`config.mk`:
```
export PLATFORM = sky130hd
export DESIGN_NAME = param_op_pipe_flat
export DESIGN_NICKNAME = d
export VERILOG_FILES = /design/src/rtl/param_op_pipe_if.sv /design/src/rtl/param_op_pipe.sv /design/src/flat_wrapper.sv
export SDC_FILE = /design/constraint.sdc
export NUM_CORES = 1
export LEC_CHECK = 0
export CORE_MARGIN = 10
export CORE_UTILIZATION = 37
export DETAILED_ROUTE_END_ITERATION = 10
export MAX_ROUTING_LAYER = met4
export PLACE_DENSITY = 0.72
export SYNTH_ARGS = -nofsm -noshare
export SYNTH_HDL_FRONTEND = slang
export SYNTH_SLANG_ARGS = --single-unit
```
`constraint.sdc`:
```
create_clock -name clock -period 2.7 [get_ports clock]
set_input_delay 0.54 -clock clock [delete_from_list [all_inputs] [get_ports clock]]
set_output_delay 0.54 -clock clock [all_outputs]
set_load 0.02 [all_outputs]
```
`src/rtl/param_op_pipe_if.sv`:
```
// Operand/result bundle for param_op_pipe: the master side drives the operand and
// opcode, the slave side returns the registered result, valid and overflow flag.
interface param_op_pipe_if #(
    parameter int WIDTH = 8
);
    logic [WIDTH-1:0] in;
    logic             in_valid;
    logic [2:0]       op;
    logic [WIDTH:0]   out;
    logic             out_valid;
    logic             ovf;

    modport master (
        output in, in_valid, op,
        input  out, out_valid, ovf
    );

    modport slave (
        input  in, in_valid, op,
        output out, out_valid, ovf
    );
endinterface

```
`src/rtl/param_op_pipe.sv`:
```
// Buffered operand pipeline with eight unbuffered opcodes and a registered result.
// Define PARAM_OP_PIPE_ACC_EN to enable saturating accumulate, running max and ovf.
module param_op_pipe #(
    parameter int             WIDTH    = 8,
    parameter int             IN_DEPTH = 1,
    parameter logic [WIDTH:0] ADD_K    = (WIDTH+1)'(2)
) (
    input logic              clock,
    input logic              reset_n,
    param_op_pipe_if.slave   bus
);

    typedef enum logic [2:0] {
        OP_PASS = 3'd0,
        OP_ADD  = 3'd1,
        OP_SHL  = 3'd2,
        OP_POP  = 3'd3,
        OP_SHR  = 3'd4,
        OP_ACC  = 3'd5,
        OP_MAX  = 3'd6,
        OP_CLR  = 3'd7
    } op_e;

    localparam logic [WIDTH:0] RES_MAX = {(WIDTH+1){1'b1}};

    logic [WIDTH-1:0]    buf_data_q [IN_DEPTH];
    logic [IN_DEPTH-1:0] buf_valid_q;

    logic [WIDTH-1:0] d;
    logic             dv;
    logic [WIDTH:0]   d_ext;
    logic [WIDTH:0]   pop_cnt;
    op_e              op_cur;

    logic [WIDTH:0] out_q, out_d;
    logic           out_valid_q, out_valid_d;

    // Input buffer: the operand and its valid bit shift together.
    // NOTE: every stage is cleared by reset, so stale data can never surface
    // as a valid operand after reset is released.
    always_ff @(posedge clock) begin
        if (!reset_n) begin
            for (int i = 0; i < IN_DEPTH; i++) begin
                buf_data_q[i] <= '0;
            end
            buf_valid_q <= '0;
        end else begin
            buf_data_q[0]  <= bus.in;
            buf_valid_q[0] <= bus.in_valid;
            for (int i = 1; i < IN_DEPTH; i++) begin
                buf_data_q[i]  <= buf_data_q[i-1];
                buf_valid_q[i] <= buf_valid_q[i-1];
            end
        end
    end

    assign d      = buf_data_q[IN_DEPTH-1];
    assign dv     = buf_valid_q[IN_DEPTH-1];
    assign d_ext  = {1'b0, d};
    assign op_cur = op_e'(bus.op);

    always_comb begin
        pop_cnt = '0;
        for (int i = 0; i < WIDTH; i++) begin
            pop_cnt = pop_cnt + (WIDTH+1)'(d[i]);
        end
    end

`ifdef PARAM_OP_PIPE_ACC_EN
    logic               ovf_q, ovf_d;
    logic [WIDTH+1:0]   acc_sum;

    // One extra bit on the sum so saturation can be detected before truncation.
    assign acc_sum = {1'b0, out_q} + {2'b00, d};

    // NOTE: every output of this block gets a default first, so no path
    // through the case can infer a latch.
    always_comb begin
        out_d       = out_q;
        ovf_d       = ovf_q;
        out_valid_d = 1'b0;
        if (dv) begin
            out_valid_d = 1'b1;
            case (op_cur)
                OP_PASS: out_d = d_ext;
                OP_ADD:  out_d = d_ext + ADD_K;
                OP_SHL:  out_d = {d, 1'b0};
                OP_POP:  out_d = pop_cnt;
                OP_SHR:  out_d = {2'b00, d[WIDTH-1:1]};
                OP_ACC: begin
                    if (acc_sum > {1'b0, RES_MAX}) begin
                        out_d = RES_MAX;
                        ovf_d = 1'b1;
                    end else begin
                        out_d = acc_sum[WIDTH:0];
                    end
                end
                OP_MAX:  out_d = (d_ext > out_q) ? d_ext : out_q;
                OP_CLR: begin
                    out_d = '0;
                    ovf_d = 1'b0;
                end
                default: out_d = d_ext;
            endcase
        end
    end

    always_ff @(posedge clock) begin
        if (!reset_n) begin
            ovf_q <= 1'b0;
        end else begin
            ovf_q <= ovf_d;
        end
    end

    assign bus.ovf = ovf_q;
`else
    always_comb begin
        out_d       = out_q;
        out_valid_d = 1'b0;
        if (dv) begin
            out_valid_d = 1'b1;
            case (op_cur)
                OP_PASS: out_d = d_ext;
                OP_ADD:  out_d = d_ext + ADD_K;
                OP_SHL:  out_d = {d, 1'b0};
                OP_POP:  out_d = pop_cnt;
                OP_SHR:  out_d = {2'b00, d[WIDTH-1:1]};
                OP_ACC:  out_d = d_ext;
                OP_MAX:  out_d = d_ext;
                OP_CLR:  out_d = '0;
                default: out_d = d_ext;
            endcase
        end
    end

    assign bus.ovf = 1'b0;
`endif

    // NOTE: state registers use non-blocking assignments so every register
    // samples its next value from the same pre-edge snapshot.
    always_ff @(posedge clock) begin
        if (!reset_n) begin
            out_q       <= '0;
            out_valid_q <= 1'b0;
        end else begin
            out_q       <= out_d;
            out_valid_q <= out_valid_d;
        end
    end

    assign bus.out       = out_q;
    assign bus.out_valid = out_valid_q;

endmodule

```
`src/flat_wrapper.sv`:
```
// flat-port wrapper written by rule: the top's interface ports become plain ports
module param_op_pipe_flat 
#(
    parameter int             WIDTH    = 8,
    parameter int             IN_DEPTH = 1,
    parameter logic [WIDTH:0] ADD_K    = (WIDTH+1)'(2)
)
  (clock, reset_n, bus_in, bus_in_valid, bus_op, bus_out, bus_out_valid, bus_ovf);
  param_op_pipe_if #(.WIDTH(WIDTH)) bus_i ();
  input logic clock;
  input logic reset_n;
  input wire logic [$bits(bus_i.in)-1:0] bus_in;
  input wire logic [$bits(bus_i.in_valid)-1:0] bus_in_valid;
  input wire logic [$bits(bus_i.op)-1:0] bus_op;
  output wire logic [$bits(bus_i.out)-1:0] bus_out;
  output wire logic [$bits(bus_i.out_valid)-1:0] bus_out_valid;
  output wire logic [$bits(bus_i.ovf)-1:0] bus_ovf;
  assign bus_i.in = bus_in;
  assign bus_i.in_valid = bus_in_valid;
  assign bus_i.op = bus_op;
  assign bus_out = bus_i.out;
  assign bus_out_valid = bus_i.out_valid;
  assign bus_ovf = bus_i.ovf;
  param_op_pipe #(.WIDTH(WIDTH), .IN_DEPTH(IN_DEPTH), .ADD_K(ADD_K)) u_core (.clock(clock), .reset_n(reset_n), .bus(bus_i));
endmodule
```
=== Yosys cells after proc, flatten, opt, wreduce, memory -nomap -nowiden ===
Memory sizes are Yosys's and may differ from the RTL's.
Cells that the tools add are included.

* Flip-flop bits (word level): 11
* Memory bits (writable): 8
* Bits of input ports: 14
* Output and inout port bits: 11
* Memories kept: 1

* Add/sub/neg operators: 8
* Eq/ne operators: 7
* Muxes and demuxes: 6
* Reduce and logical (&&, ||, !) cells: 3

{| class="wikitable"
|+ Memory list
! memory !! words !! width !! read ports !! clocked after memory_dff !! wr ports !! line !! text
|-
| u_core.buf_data_q || 1 || 8 || 1 || 0 || 1 || param_op_pipe.sv:26 || <nowiki>logic [WIDTH-1:0] buf_data_q [IN_DEPTH];</nowiki>
|}

{| class="wikitable"
|+ Operators by type and width
! kind !! count
|-
| $add 9x1->9 || 6
|-
| $pmux 9 s6 || 1
|-
| $eq 3x3->1 const B || 4
|-
| $add 8x2->9 const B || 1
|-
| $mux 8 || 1
|-
| $reduce_or 8->1 || 1
|-
| $eq 3x2->1 const B || 2
|-
| $mux 1 || 4
|-
| $eq 3x1->1 const B || 1
|-
| $logic_not 3->1 || 1
|-
| $reduce_or 3->1 || 1
|-
| $add 1x1->2 || 1
|}

=== Logic depth before layout (Yosys ltp) ===
An unclocked memory read counts as a cell.

* Depth after elaboration: 9
* Gate-level depth with buffers: 11

=== Worst setup path before layout ===
No wires, ideal clock.

* Kind: flip-flop to flip-flop
* From: mem u_core.buf_data_q[0][1]
* To: reg u_core.out_q[1], in the netlist u_core.bus.out[1]
* Setup time: 0.120 ns
* Arrival: 2.849 ns
* Data required time: 2.580 ns
* Slack: -0.269 ns
* Cell stages (with the launch flop): 11
* Buffers on the path: 0
* Period minus slack after synthesis: 2.969 ns
* Cell sequence: dfxtp_1 ha_1 inv_1 fa_1 fa_1 fa_1 inv_1 fa_1 nand2_1 nand2_1 o31a_1

* Longest elaborated chain between the ends: 9
* Elaborated cells between the ends (all ways): 10

{| class="wikitable"
|+ Ends and longest elaborated chain
! what !! line !! text
|-
| start: declaration || param_op_pipe.sv:26 ||
|-
| $mem_v2 1x8 (*) || -- ||
|-
| $add 1x1->2 || param_op_pipe.sv:65 || <nowiki>pop_cnt = pop_cnt + (WIDTH+1)'(d[i]);</nowiki>
|-
| $add 9x1->9 (6 in a row) || param_op_pipe.sv:65 ||
|-
| $pmux 9 s6 (*) || param_op_pipe.sv:123 || <nowiki>case (op_cur)</nowiki>
|-
| end signal: assignment || param_op_pipe.sv:147 || <nowiki>out_q <= out_d;</nowiki>
|-
| end: declaration || param_op_pipe.sv:35 || <nowiki>logic [WIDTH:0] out_q, out_d;</nowiki>
|}

Every way passes the cells marked *; elsewhere a longest branch is shown, timed or not.
A chain may end at the register's enable or synchronous reset.

=== Final worst setup path ===
* From: mem u_core.buf_data_q[0][0]
* To: reg u_core.out_q[1], in the netlist u_core.bus.out[1]

Same word-level chain as after synthesis.

==> flow_metrics.env <==
export IMPL_status="complete, but fails checks"
export IMPL_violations="negative setup slack"
export IMPL_sw_frac_of_total_pct=31.0
export IMPL_routed_wirelength_mm=3.28
export IMPL_detailroute_wirelength_met2_mm=1.59
export IMPL_grt_start_max_net_pins=24
export IMPL_setup_worst_path_class="register to register"
export IMPL_relSlewSlack_pct=63.7
export IMPL_cp_max_fo=2
export IMPL_synthTopCellsByArea="sky130_fd_sc_hd__dfxtp_1, sky130_fd_sc_hd__fa_1, sky130_fd_sc_hd__and2_1"
export IMPL_cp_start_kind="register"
export IMPL_number_of_register_bits_inferred_by_synthesis=19
export IMPL_design_core_area_um2=3340
export IMPL_grt_antenna_before_repair=0
export IMPL_p_leak_nw=0.627
export IMPL_seq_total_area_yosys_pct=29.9
export IMPL_placed_area_um2=1580
export IMPL_netlist_area_leader_share_pct=29.9
export IMPL_synth_area_um2=1270
export IMPL_grt_pass1_wl_mm=5.46
export IMPL_dr_first_iter_drc_count=123
export IMPL_postCtsSetupBuffers=0
export IMPL_critPathCaptureType="register"
export IMPL_remaining_drc_errors=0
export IMPL_tightestPinTransition_ps=542
export IMPL_floorplan_initialDensity_pct=38.1
export IMPL_final_setup_viol_count=2
export IMPL_p_sw_mw=0.200
export IMPL_finalMaxSlewViolations=0
export IMPL_ys_flop_type="sky130_fd_sc_hd__dfxtp_1"
export IMPL_ctsRootBufferMaster="sky130_fd_sc_hd__clkbuf_4"
export IMPL_hpwl_dp_mm=2.50
export IMPL_grt_pass1_vias=1171
export IMPL_synth_enable_flop_cells=0
export IMPL_globalplace_congestion=0.962
export IMPL_irDropWorstVdd_mv=0.221
export IMPL_finalHoldViolCount=0
export IMPL_final_critical_path_setup_slack_ps=-218
export IMPL_setup_total_negative_slack_ps=-245
export IMPL_comb_power_share_pct=29.0
export IMPL_clockBufferDepth=2
export IMPL_final_net_count=204
export IMPL_worstSkewPairLatency_ps=300
export IMPL_cts_hold_fix_buffers=0
export IMPL_vias=1169
export IMPL_number_of_buffers_created_by_cts=3
export IMPL_route_top_layer_used="met4"
export IMPL_p_per_area_nw_per_um2=396
export IMPL_post_synth_inst_count=155
export IMPL_chipHeight_um=78.6
export IMPL_detailedRoute_firstPassIterationCount=4
export IMPL_tritoncts_num_sinks=19
export IMPL_synthToLayoutAreaGrowth_pct=28.2
export IMPL_fmax_mhz=343
export IMPL_design_portCount=25
export IMPL_synth_yosys_warnings=0
export IMPL_finalWorstPathRequiredPeriod_ps=2920
export IMPL_synth_avg_cell_area_um2=8.20
export IMPL_die_w_um=78.6
export IMPL_congestion_overflow_gr=0
export IMPL_clock_power_share_pct=23.1
export IMPL_post_route_clock_skew_ps=7.78
export IMPL_fp_row_count=21
export IMPL_drive_above_1_share_pct=14.4
export IMPL_cts_reportedPaths_clkPinSlew_ps=110
export IMPL_antennaDiodeCount=0
export IMPL_detailroute_wirelength_met3_um=198
export IMPL_power_mw=0.646
export IMPL_synthArstFlopShare_pct=0
export IMPL_placement_io_buffers=23
export IMPL_overall_routing_resource_usage_pct=10.9
export IMPL_synthesis_nets=177
export IMPL_synth_cell_type_count=46
export IMPL_whs_ps=541
export IMPL_power_frac_seq_pct=47.9
export IMPL_route_detailed_wl_per_inst_um=14.5
export IMPL_design_area_um2=1630
export IMPL_max_cap_violations=0
export IMPL_worstPathRequired_ps=2910
export IMPL_grt_setup_unrepaired="yes"
export IMPL_worst_ep_arrival_time_ps=3130
export IMPL_met1Wirelength_mm=1.45
export IMPL_cell_internal_pwr_mw=0.445
export IMPL_regToRegSetupSlack_ps=-220
export IMPL_final_core_util_pct=48.9
export IMPL_antenna_nets_post_route=0
export IMPL_cts_htree_levels=1
export IMPL_cts_tree="built"
export IMPL_synth_largest_area_cell="sky130_fd_sc_hd__dfxtp_1"
export IMPL_timing_hold_worst_class="register to register"
export IMPL_area_of_the_die_um2=6180
export IMPL_post_drt_via_cell_ratio=5.15
export IMPL_period_share_pct=108
==> final timing paths <==
kind,startpoint,to,cells after the start
min,u_core.buf_data_q[0][7],u_core.bus.out[7],2
max reg2reg,u_core.buf_data_q[0][0],u_core.bus.out[1],10
min reg2reg,u_core.buf_data_q[0][7],u_core.bus.out[7],2
max,u_core.buf_data_q[0][0],u_core.bus.out[1],10
==> sequential cells by signal (all words and copies together), names as in the netlist <==
signal,cells
u_core.buf_valid_q,1
u_core.buf_data_q,8
u_core.bus.out_valid,1
u_core.bus.out,9
==> area by class of cell <==
cell class / count / area (um2)
inverter: 14 / 55.1
timing repair buffer: 31 / 290
tap: 46 / 57.6
clock buffer: 4 / 26.3
multi-input combinational: 113 / 818
fill: 346 / 1710
sequential: 19 / 383
==> worst max-delay path: stages (launching register included) <==
cell                      delay, ps
sky130_fd_sc_hd__dfxtp_2        360
sky130_fd_sc_hd__ha_4           260
sky130_fd_sc_hd__inv_2           30
sky130_fd_sc_hd__fa_1           490
sky130_fd_sc_hd__fa_1           430
sky130_fd_sc_hd__fa_2           360
sky130_fd_sc_hd__inv_2           60
sky130_fd_sc_hd__fa_2           420
sky130_fd_sc_hd__nand2_1         70
sky130_fd_sc_hd__nand2_1         50
sky130_fd_sc_hd__o31a_1         300
==> power groups by stage <==
stage	clock, mW	sequential, mW	combinational [mW]
global placement	0	0.314	0.172
finish	0.149	0.310	0.187
floorplan	0	0.321	0.104
detailed placement	0	0.315	0.180
global route	0.162	0.312	0.210
CTS	0.152	0.310	0.185
==> routing by layer <==
layer  global-route usage, %  vias up
met5                       -        -
li1                        -      594
met4                    3.05        0
met1                    13.0      524
met3                    2.28        6
met2                    18.2       45
==> cell families after synthesis <==
logic type | Yosys count | synth area share (%)
flip-flops | 19 | 29.9
AO/OA/AOI/OAI | 45 | 23.2
multiplexers | 1 | 0.787
AND/OR/NAND/NOR | 52 | 23.3
adder cells (fa/ha/maj) | 8 | 10.2
other | 1 | 0.295
buffers and inverters | 23 | 8.07
XOR/XNOR | 6 | 4.13
==> layout by cell type (no fill, tap or decap), types with 3 or more instances in the layout <==
master | Yosys | routed
sky130_fd_sc_hd__nor2b_1 | 6 | 6
sky130_fd_sc_hd__clkdlybuf4s50_1 | 0 | 23
sky130_fd_sc_hd__buf_4 | 1 | 8
sky130_fd_sc_hd__ha_1 | 4 | 3
sky130_fd_sc_hd__nand3b_1 | 5 | 5
sky130_fd_sc_hd__nor2_1 | 9 | 9
sky130_fd_sc_hd__o21ai_0 | 13 | 13
sky130_fd_sc_hd__o211ai_1 | 4 | 4
sky130_fd_sc_hd__a21oi_1 | 5 | 5
sky130_fd_sc_hd__xnor2_1 | 5 | 5
sky130_fd_sc_hd__inv_2 | 3 | 5
sky130_fd_sc_hd__nand2_1 | 8 | 8
sky130_fd_sc_hd__dfxtp_1 | 19 | 17
sky130_fd_sc_hd__clkbuf_4 | 0 | 3
sky130_fd_sc_hd__and2_1 | 11 | 11
sky130_fd_sc_hd__inv_1 | 10 | 8
sky130_fd_sc_hd__a31oi_1 | 7 | 7
sky130_fd_sc_hd__nand3_1 | 3 | 3
==> cell usage after synthesis, types with 3 or more instances <==
cell type	instances
sky130_fd_sc_hd__nor2_1	9
sky130_fd_sc_hd__o21ai_0	13
sky130_fd_sc_hd__nand3b_1	5
sky130_fd_sc_hd__nand2_1	8
sky130_fd_sc_hd__ha_1	4
sky130_fd_sc_hd__inv_1	10
sky130_fd_sc_hd__inv_2	3
sky130_fd_sc_hd__fa_1	4
sky130_fd_sc_hd__and2_1	11
sky130_fd_sc_hd__nor2b_1	6
sky130_fd_sc_hd__clkbuf_1	5
sky130_fd_sc_hd__nand3_1	3
sky130_fd_sc_hd__a31oi_1	7
sky130_fd_sc_hd__a21oi_1	5
sky130_fd_sc_hd__dfxtp_1	19
sky130_fd_sc_hd__xnor2_1	5
sky130_fd_sc_hd__o211ai_1	4
==> per-stage QoR <==
stage,std cells,worst slack (ps)
floorplan,155,-161
global placement,223,-152
detailed placement,223,-215
CTS,227,-217
global route,227,-340
finish,227,-218
==> repair_timing <==
action,4_1_cts,5_1_grt
pin swaps,3,0
hold endpoints to repair,0,0
endpoints found under the setup margin,3,3
cloned,0,0
gates resized for setup,6,2
(Power assumes the default switching activity.)
